## src/rtl/digit_frame_arbiter_pkg.sv

```systemverilog
// Shared constants, types and helpers for the digit frame arbiter and the screen renderer.
package digit_frame_arbiter_pkg;

    localparam int unsigned NUM_SLOTS = 12;
    localparam int unsigned DIGIT_W   = 4;
    localparam int unsigned BUS_W     = NUM_SLOTS * DIGIT_W;
    localparam int unsigned FRAME_SY  = 480;
    localparam logic [DIGIT_W-1:0] BLANK = 4'hF;

    typedef enum logic [0:0] {StIdle, StClear} arb_state_e;
    typedef enum logic [0:0] {ReqA, ReqB} req_id_e;

    // Slot 0 sits in the top nibble of the visible bus.
    function automatic int unsigned slot_to_bit_msb(int unsigned slot);
        return (BUS_W - 1) - DIGIT_W * slot;
    endfunction

    function automatic logic write_ok(logic [DIGIT_W-1:0] slot, logic [DIGIT_W-1:0] digit);
        return (slot < 4'(NUM_SLOTS)) && ((digit <= 4'd9) || (digit == BLANK));
    endfunction

endpackage

```

## src/rtl/digit_frame_arbiter_if.sv

```systemverilog
// Two-requester digit write handshake between the game engine (A), keypad editor (B) and arbiter.
interface digit_frame_arbiter_if;
    import digit_frame_arbiter_pkg::*;

    logic               req_a;
    logic               req_b;
    logic [DIGIT_W-1:0] slot_a;
    logic [DIGIT_W-1:0] slot_b;
    logic [DIGIT_W-1:0] digit_a;
    logic [DIGIT_W-1:0] digit_b;
    logic               gnt_a;
    logic               gnt_b;

    modport master (
        output req_a, req_b, slot_a, slot_b, digit_a, digit_b,
        input  gnt_a, gnt_b
    );

    modport slave (
        input  req_a, req_b, slot_a, slot_b, digit_a, digit_b,
        output gnt_a, gnt_b
    );

endinterface

```

## src/rtl/frame_tick_detect.sv

```systemverilog
// Single-cycle pulse on the rising edge of the commit-point match, independent of clock ratio.
module frame_tick_detect
    import digit_frame_arbiter_pkg::*;
#(
    parameter int unsigned FrameSy = FRAME_SY
) (
    input  logic       clk,
    input  logic       rst,
    input  logic [9:0] sx_i,
    input  logic [9:0] sy_i,
    output logic       tick_o
);

    logic match;
    logic match_q;

    assign match = (sx_i == 10'd0) && (sy_i == 10'(FrameSy));

    always_ff @(posedge clk or posedge rst) begin
        if (rst) begin
            match_q <= 1'b0;
        end else begin
            match_q <= match;
        end
    end

    assign tick_o = match && !match_q;

endmodule

```

## src/rtl/digit_frame_arbiter.sv

```systemverilog
// Round-robin digit writes into a shadow buffer, published once per frame at vertical blanking.
module digit_frame_arbiter
    import digit_frame_arbiter_pkg::*;
#(
    parameter int unsigned FrameSy = FRAME_SY
) (
    input  logic                 clk,
    input  logic                 rst,
    input  logic [9:0]           sx_i,
    input  logic [9:0]           sy_i,
    input  logic                 clr_i,
    digit_frame_arbiter_if.slave req_if,
    output logic [BUS_W-1:0]     numbers_concat_o,
    output logic                 commit_o,
    output logic                 err_o,
    output logic                 busy_o
);

    arb_state_e         state_q, state_d;
    req_id_e            last_q, last_d;
    logic [DIGIT_W-1:0] shadow_q [NUM_SLOTS];
    logic [DIGIT_W-1:0] shadow_d [NUM_SLOTS];
    logic [DIGIT_W-1:0] idx_q, idx_d;
    logic               dirty_q, dirty_d;
    logic               pend_q, pend_d;
    logic               commit_q, commit_d;
    logic               err_q, err_d;
    logic [BUS_W-1:0]   vis_q, vis_d;
    logic [BUS_W-1:0]   shadow_flat;
    logic               tick;
    logic               gnt_a, gnt_b;
    logic [DIGIT_W-1:0] w_slot, w_digit;

    frame_tick_detect #(
        .FrameSy(FrameSy)
    ) u_tick (
        .clk   (clk),
        .rst   (rst),
        .sx_i  (sx_i),
        .sy_i  (sy_i),
        .tick_o(tick)
    );

    // clr pre-empts any grant on the same cycle.
    always_comb begin
        gnt_a = 1'b0;
        gnt_b = 1'b0;
        if (state_q == StIdle && !clr_i && !rst) begin
            if (req_if.req_a && req_if.req_b) begin
                gnt_a = (last_q == ReqB);
                gnt_b = (last_q == ReqA);
            end else begin
                gnt_a = req_if.req_a;
                gnt_b = req_if.req_b;
            end
        end
    end

    assign w_slot  = gnt_a ? req_if.slot_a  : req_if.slot_b;
    assign w_digit = gnt_a ? req_if.digit_a : req_if.digit_b;

    always_comb begin
        shadow_flat = '0;
        for (int unsigned i = 0; i < NUM_SLOTS; i++) begin
            shadow_flat[slot_to_bit_msb(i) -: DIGIT_W] = shadow_q[i];
        end
    end

    always_comb begin
        state_d  = state_q;
        last_d   = last_q;
        shadow_d = shadow_q;
        idx_d    = idx_q;
        dirty_d  = dirty_q;
        pend_d   = pend_q;
        vis_d    = vis_q;
        commit_d = 1'b0;
        err_d    = 1'b0;
        unique case (state_q)
            StIdle: begin
                // Commit samples the pre-write shadow; a coincident write keeps dirty set.
                if (tick || pend_q) begin
                    pend_d = 1'b0;
                    if (dirty_q) begin
                        vis_d    = shadow_flat;
                        dirty_d  = 1'b0;
                        commit_d = 1'b1;
                    end
                end
                if (gnt_a || gnt_b) begin
                    last_d = gnt_a ? ReqA : ReqB;
                    if (write_ok(w_slot, w_digit)) begin
                        shadow_d[w_slot] = w_digit;
                        dirty_d          = 1'b1;
                    end else begin
                        err_d = 1'b1;
                    end
                end
                if (clr_i) begin
                    state_d = StClear;
                    idx_d   = '0;
                end
            end
            StClear: begin
                if (tick) begin
                    pend_d = 1'b1;
                end
                shadow_d[idx_q] = BLANK;
                dirty_d         = 1'b1;
                if (idx_q == 4'(NUM_SLOTS - 1)) begin
                    state_d = StIdle;
                    idx_d   = '0;
                end else begin
                    idx_d = idx_q + 4'd1;
                end
            end
            default: state_d = StIdle;
        endcase
    end

    always_ff @(posedge clk or posedge rst) begin
        if (rst) begin
            state_q  <= StIdle;
            last_q   <= ReqB;
            shadow_q <= '{default: BLANK};
            idx_q    <= '0;
            dirty_q  <= 1'b0;
            pend_q   <= 1'b0;
            vis_q    <= '1;
            commit_q <= 1'b0;
            err_q    <= 1'b0;
        end else begin
            state_q  <= state_d;
            last_q   <= last_d;
            shadow_q <= shadow_d;
            idx_q    <= idx_d;
            dirty_q  <= dirty_d;
            pend_q   <= pend_d;
            vis_q    <= vis_d;
            commit_q <= commit_d;
            err_q    <= err_d;
        end
    end

    assign req_if.gnt_a     = gnt_a;
    assign req_if.gnt_b     = gnt_b;
    assign numbers_concat_o = vis_q;
    assign commit_o         = commit_q;
    assign err_o            = err_q;
    assign busy_o           = (state_q == StClear);

endmodule

```

## src/flat_wrapper.sv

```systemverilog
// flat-port wrapper written by rule: the top's interface ports become plain ports
module digit_frame_arbiter_flat import digit_frame_arbiter_pkg::*;
#(
    parameter int unsigned FrameSy = FRAME_SY
)
  (clk, rst, sx_i, sy_i, clr_i, numbers_concat_o, commit_o, err_o, busy_o, req_if_req_a, req_if_req_b, req_if_slot_a, req_if_slot_b, req_if_digit_a, req_if_digit_b, req_if_gnt_a, req_if_gnt_b);
  digit_frame_arbiter_if req_if_i ();
  input  logic clk;
  input  logic rst;
  input  logic [9:0] sx_i;
  input  logic [9:0] sy_i;
  input  logic clr_i;
  output logic [BUS_W-1:0] numbers_concat_o;
  output logic commit_o;
  output logic err_o;
  output logic busy_o;
  input wire logic [$bits(req_if_i.req_a)-1:0] req_if_req_a;
  input wire logic [$bits(req_if_i.req_b)-1:0] req_if_req_b;
  input wire logic [$bits(req_if_i.slot_a)-1:0] req_if_slot_a;
  input wire logic [$bits(req_if_i.slot_b)-1:0] req_if_slot_b;
  input wire logic [$bits(req_if_i.digit_a)-1:0] req_if_digit_a;
  input wire logic [$bits(req_if_i.digit_b)-1:0] req_if_digit_b;
  output wire logic [$bits(req_if_i.gnt_a)-1:0] req_if_gnt_a;
  output wire logic [$bits(req_if_i.gnt_b)-1:0] req_if_gnt_b;
  assign req_if_i.req_a = req_if_req_a;
  assign req_if_i.req_b = req_if_req_b;
  assign req_if_i.slot_a = req_if_slot_a;
  assign req_if_i.slot_b = req_if_slot_b;
  assign req_if_i.digit_a = req_if_digit_a;
  assign req_if_i.digit_b = req_if_digit_b;
  assign req_if_gnt_a = req_if_i.gnt_a;
  assign req_if_gnt_b = req_if_i.gnt_b;
  digit_frame_arbiter #(.FrameSy(FrameSy)) u_core (.clk(clk), .rst(rst), .sx_i(sx_i), .sy_i(sy_i), .clr_i(clr_i), .req_if(req_if_i), .numbers_concat_o(numbers_concat_o), .commit_o(commit_o), .err_o(err_o), .busy_o(busy_o));
endmodule
```

## config.mk

```make
export PLATFORM = sky130hd
export DESIGN_NAME = digit_frame_arbiter_flat
export DESIGN_NICKNAME = d
export VERILOG_FILES = /design/src/rtl/digit_frame_arbiter_pkg.sv /design/src/rtl/digit_frame_arbiter_if.sv /design/src/rtl/frame_tick_detect.sv /design/src/rtl/digit_frame_arbiter.sv /design/src/flat_wrapper.sv
export SDC_FILE = /design/constraint.sdc
export NUM_CORES = 1
export LEC_CHECK = 0
export ABC_AREA = 1
export CAP_MARGIN = 10
export CORE_MARGIN = 5
export CORE_UTILIZATION = 55
export CTS_BUF_LIST = sky130_fd_sc_hd__clkbuf_2
export CTS_CLUSTER_SIZE = 24
export DETAILED_ROUTE_END_ITERATION = 10
export GPL_ROUTABILITY_DRIVEN = 0
export PLACE_DENSITY_LB_ADDON = 0.08
export SYNTH_ARGS = -nofsm -noshare
export SYNTH_HDL_FRONTEND = slang
export SYNTH_SLANG_ARGS = --single-unit
```

## constraint.sdc

```tcl
create_clock -name clk -period 4.8 [get_ports clk]
set_input_delay 0.96 -clock clk [delete_from_list [all_inputs] [get_ports clk]]
set_output_delay 0.96 -clock clk [all_outputs]
set_load 0.02 [all_outputs]
```

==> metrics.log <==
[metrics] number of clock buffers inserted by TritonCTS: 9
[metrics] top fanout value on the critical path: 13
[metrics] storage element area: between 0.002 and 0.003 mm2
[metrics] FF+latch count, synth: ~110
[metrics] total net switching power: ~1.2 mW
[metrics] chip height: 109.8 um
[metrics] endpoints failing hold: 0
[metrics] multi-input combinational cell area: between 0.002 and 0.0025 mm2
[metrics] detailed-route wire length: about 14 mm
[metrics] Mapped Avg Cell Area: between 7 and 8 um2
[metrics] H-tree lvl count: 3
[metrics] number of endpoints failing setup at the final stage: 0
[metrics] type of the worst setup path: primary input to output port
[metrics] cell internal pwr: about 1.7 mW
[metrics] number of buffers on the longest clock path: 2
[metrics] shortest clock period the worst path allows after layout: 3682 ps
[metrics] sum of negative setup slack: 0 ps
[metrics] number of violations of the max-capacitance limit: 0
[metrics] proportion of layout cells with a drive suffix above 1: between 15 and 20%
[metrics] remaining global-route overflow: 0
[metrics] clock slew at the register clock pins of the worst setup and hold paths: between 200 and 300 ps
[metrics] ratio of routed vias to standard cells: about 5.5
[metrics] post-CTS setup repair buffer count: 0
[metrics] worst min-delay path category: flip-flop to flip-flop
[metrics] final net count: 820
[metrics] part of the power in the clock network: between 10% and 20%
[metrics] drt drc: 0
[metrics] width of the chip: 109.8 um
[metrics] Placeable Area: approximately 0.0097 mm2
[metrics] Max Fclk: around 270 MHz
[metrics] data required time at the worst endpoint: approximately 3800 ps
[metrics] drt pass-1 iters: 7
[metrics] count of final max-slew check failures: 0
[metrics] total number of yosys warnings: 0
[metrics] chain of cells forming the critical path: clkdlybuf4s50_1 > inv_1 > a21oi_2 > nand2_4 > inv_1 > clkdlybuf4s50_1
[metrics] average detailed-routed wire length per instance: 14.98 um
[metrics] Detailed Route Iter0 Violations: between 400 and 500
[metrics] sort of element at the start of the critical path: primary input
[metrics] latest clock arrival within the worst-skew pair: roughly 620 ps
[metrics] Gate power share: approximately two fifths
[metrics] Power Dens Cells: 445.8 mW/mm2
[metrics] crit share post-route: around three quarters
[metrics] Synthesized Nets: between 700 and 800
[metrics] Reg power frac: a little under half
[metrics] delay of the slowest cell on the worst path: about 600 ps
[metrics] count of cells resized by post-cts repair: 0
[metrics] cell count after synthesis: 700
[metrics] data arrival time at the worst-slack endpoint: between 2000 and 3000 ps
[metrics] total of buffers placed on input and output ports: between 90 and 100
[metrics] root buffer selected by CTS: sky130_fd_sc_hd__clkbuf_2
[metrics] area of the die: about 0.012 mm2
[metrics] number of top-level pins: 94
[metrics] cell type of the slowest stage on the worst timing path: sky130_fd_sc_hd__clkdlybuf4s50_1
[metrics] wire length of the first global-routing pass: 23.21 mm
[metrics] number of global-route vias before repair: 4,904
[metrics] leakage power of the design: slightly above 3 nW
[metrics] final clock skew: about 38 ps
[metrics] starting density of the core: approximately 56%
[metrics] antenna violation net count after detailed routing: 0
[metrics] clock tree from TritonCTS: built
[metrics] Fillers: ~800
[metrics] worst hold-check slack: around 460 ps
[metrics] total of hold buffers inserted after clock tree synthesis: 0
[metrics] post-synthesis sequential area ratio: 51.06%
[metrics] overall via count from detail_route: between 5,000 and 6,000
[metrics] cell area after technology mapping: roughly 0.0055 mm2
[metrics] antenna cells: 0
[metrics] std cell rows: 36
[metrics] relative slew slack: 41.06%
[metrics] Peak VDD IR: between 300 and 400 uV
[metrics] transition time at the pin with the least slew margin: 881.0 ps
[metrics] number of distinct library cells after synthesis: 32
[metrics] total routing resource utilization after global routing: 24.20%
[metrics] outcome: finished clean
[metrics] overall power consumption: roughly 3 mW
[metrics] switching share of power: 41.08%
[metrics] setup repair after global routing missed its margin: no
[metrics] Layout area overhead: 19.72%
[metrics] Critical Path End Type: output port
[metrics] TritonCTS Sinks: roughly 110
[metrics] largest net degree at the start of global routing: 70
[metrics] Detailed Place HPWL: ~9.3 mm
[metrics] number of antenna violations at the first check in global routing: 0
sequential cells by signal, summed over array words and instances, names as in the netlist:
register	count
u_core.numbers_concat_o	48
u_core.shadow_flat	48
u_core.idx_q	4
u_core.busy_o	1
u_core.commit_o	1
u_core.dirty_q	1
u_core.err_o	1
u_core.last_q	1
u_core.pend_q	1
u_core.u_tick.match_q	1
worst max-delay path, delay by kind of cell:
| kind | cells | cell delay [ps] |
|---|---|---|
| simple gates | 1 | 170 |
| buf+inv | 4 | 1270 |
| compound gates | 1 | 310 |
synthesized netlist by cell type, drive strengths merged:
cell,count,area [um2]
nor2,35,147.6
and2,1,6.260
nor3b,1,7.510
inv,39,148.9
nand3b,4,30.03
clkinv,1,3.750
o21ai,71,355.3
buf,17,112.6
xor2,1,8.760
nor3,1,5.000
nand4,13,81.33
o211ai,1,7.510
a211oi,1,7.510
dfstp,97,2549
o22ai,5,31.28
a21oi,5,28.78
clkbuf,18,67.56
dfrtp,10,250.2
o31ai,1,7.510
nand2,269,1035
nand3,105,540.5
ha,4,50.05
power groups by stage:
stage,registers (mW),clock network (mW),logic (mW)
2_1_floorplan,1.33,0,0.890
3_3_place_gp,1.38,0,1.05
3_5_place_dp,1.39,0,1.11
4_1_cts,1.37,0.430,1.11
5_1_grt,1.40,0.472,1.29
6_report,1.38,0.419,1.13
metal layers:
layer | share of wire, % | GRT usage, % | up-vias
li1 | - | - | 2437
met1 | 44 | 33.87 | 2397
met2 | 48 | 37.82 | 190
met3 | 6.2 | 4.521 | 31
met4 | 1.8 | 8.370 | 0
met5 | 0 | 0 | -
path summary, 6_finish.rpt:
kind                                         from                          end  slack (ps)  depth (start not counted)
min in group asynchronous                     rst              u_core.idx_q[0]         890                          2
min reg2reg                u_core.shadow_flat[44]  u_core.numbers_concat_o[44]         460                          2
min                        u_core.shadow_flat[44]  u_core.numbers_concat_o[44]         460                          2
max                                  req_if_req_a                 req_if_gnt_a        1120                          6
max in group asynchronous                     rst  u_core.numbers_concat_o[25]        3030                          3
max reg2reg                         u_core.last_q        u_core.shadow_flat[4]        1860                         12
through the flow:
stage / instances / setup WS [ps] / util [%] / cell area (um2)
4_1_cts: 913 / 1112 / 67.45 / 6563
3_3_place_gp: 897 / 1153 / 66.31 / 6451
6_report: 913 / 1118 / 67.45 / 6563
5_1_grt: 913 / 990.4 / 67.45 / 6563
2_1_floorplan: 700 / 1183 / - / 5482
3_5_place_dp: 897 / 1100 / 66.31 / 6451
cell usage in the layout, fill, tap and decap left out, drive strengths merged, types with 9 or more instances in the layout:
master,count
o21ai,71
nand2,269
nand4,13
dfrtp,10
dfstp,97
nand3,105
nor2,35
clkbuf,9
inv,40
clkdlybuf4s50,93
final cells by class:
type	instances	area share [%]
clock inverters	7	1.010
flip-flops and latches	107	42.65
clock buffers	9	0.6864
inverters	40	2.364
repair buffers	99	14.87
well taps	133	2.536
multi-input cells	518	35.88
kinds of logic after synthesis:
| kind of cell | share of synthesized area (%) |
|---|---|
| flops | 51.06 |
| compound gates | 7.989 |
| fa+ha+maj | 0.9131 |
| buf+inv | 6.072 |
| simple gates | 33.81 |
| xor+xnor | 0.1598 |
Note: power is estimated with default switching activity, not from simulation.
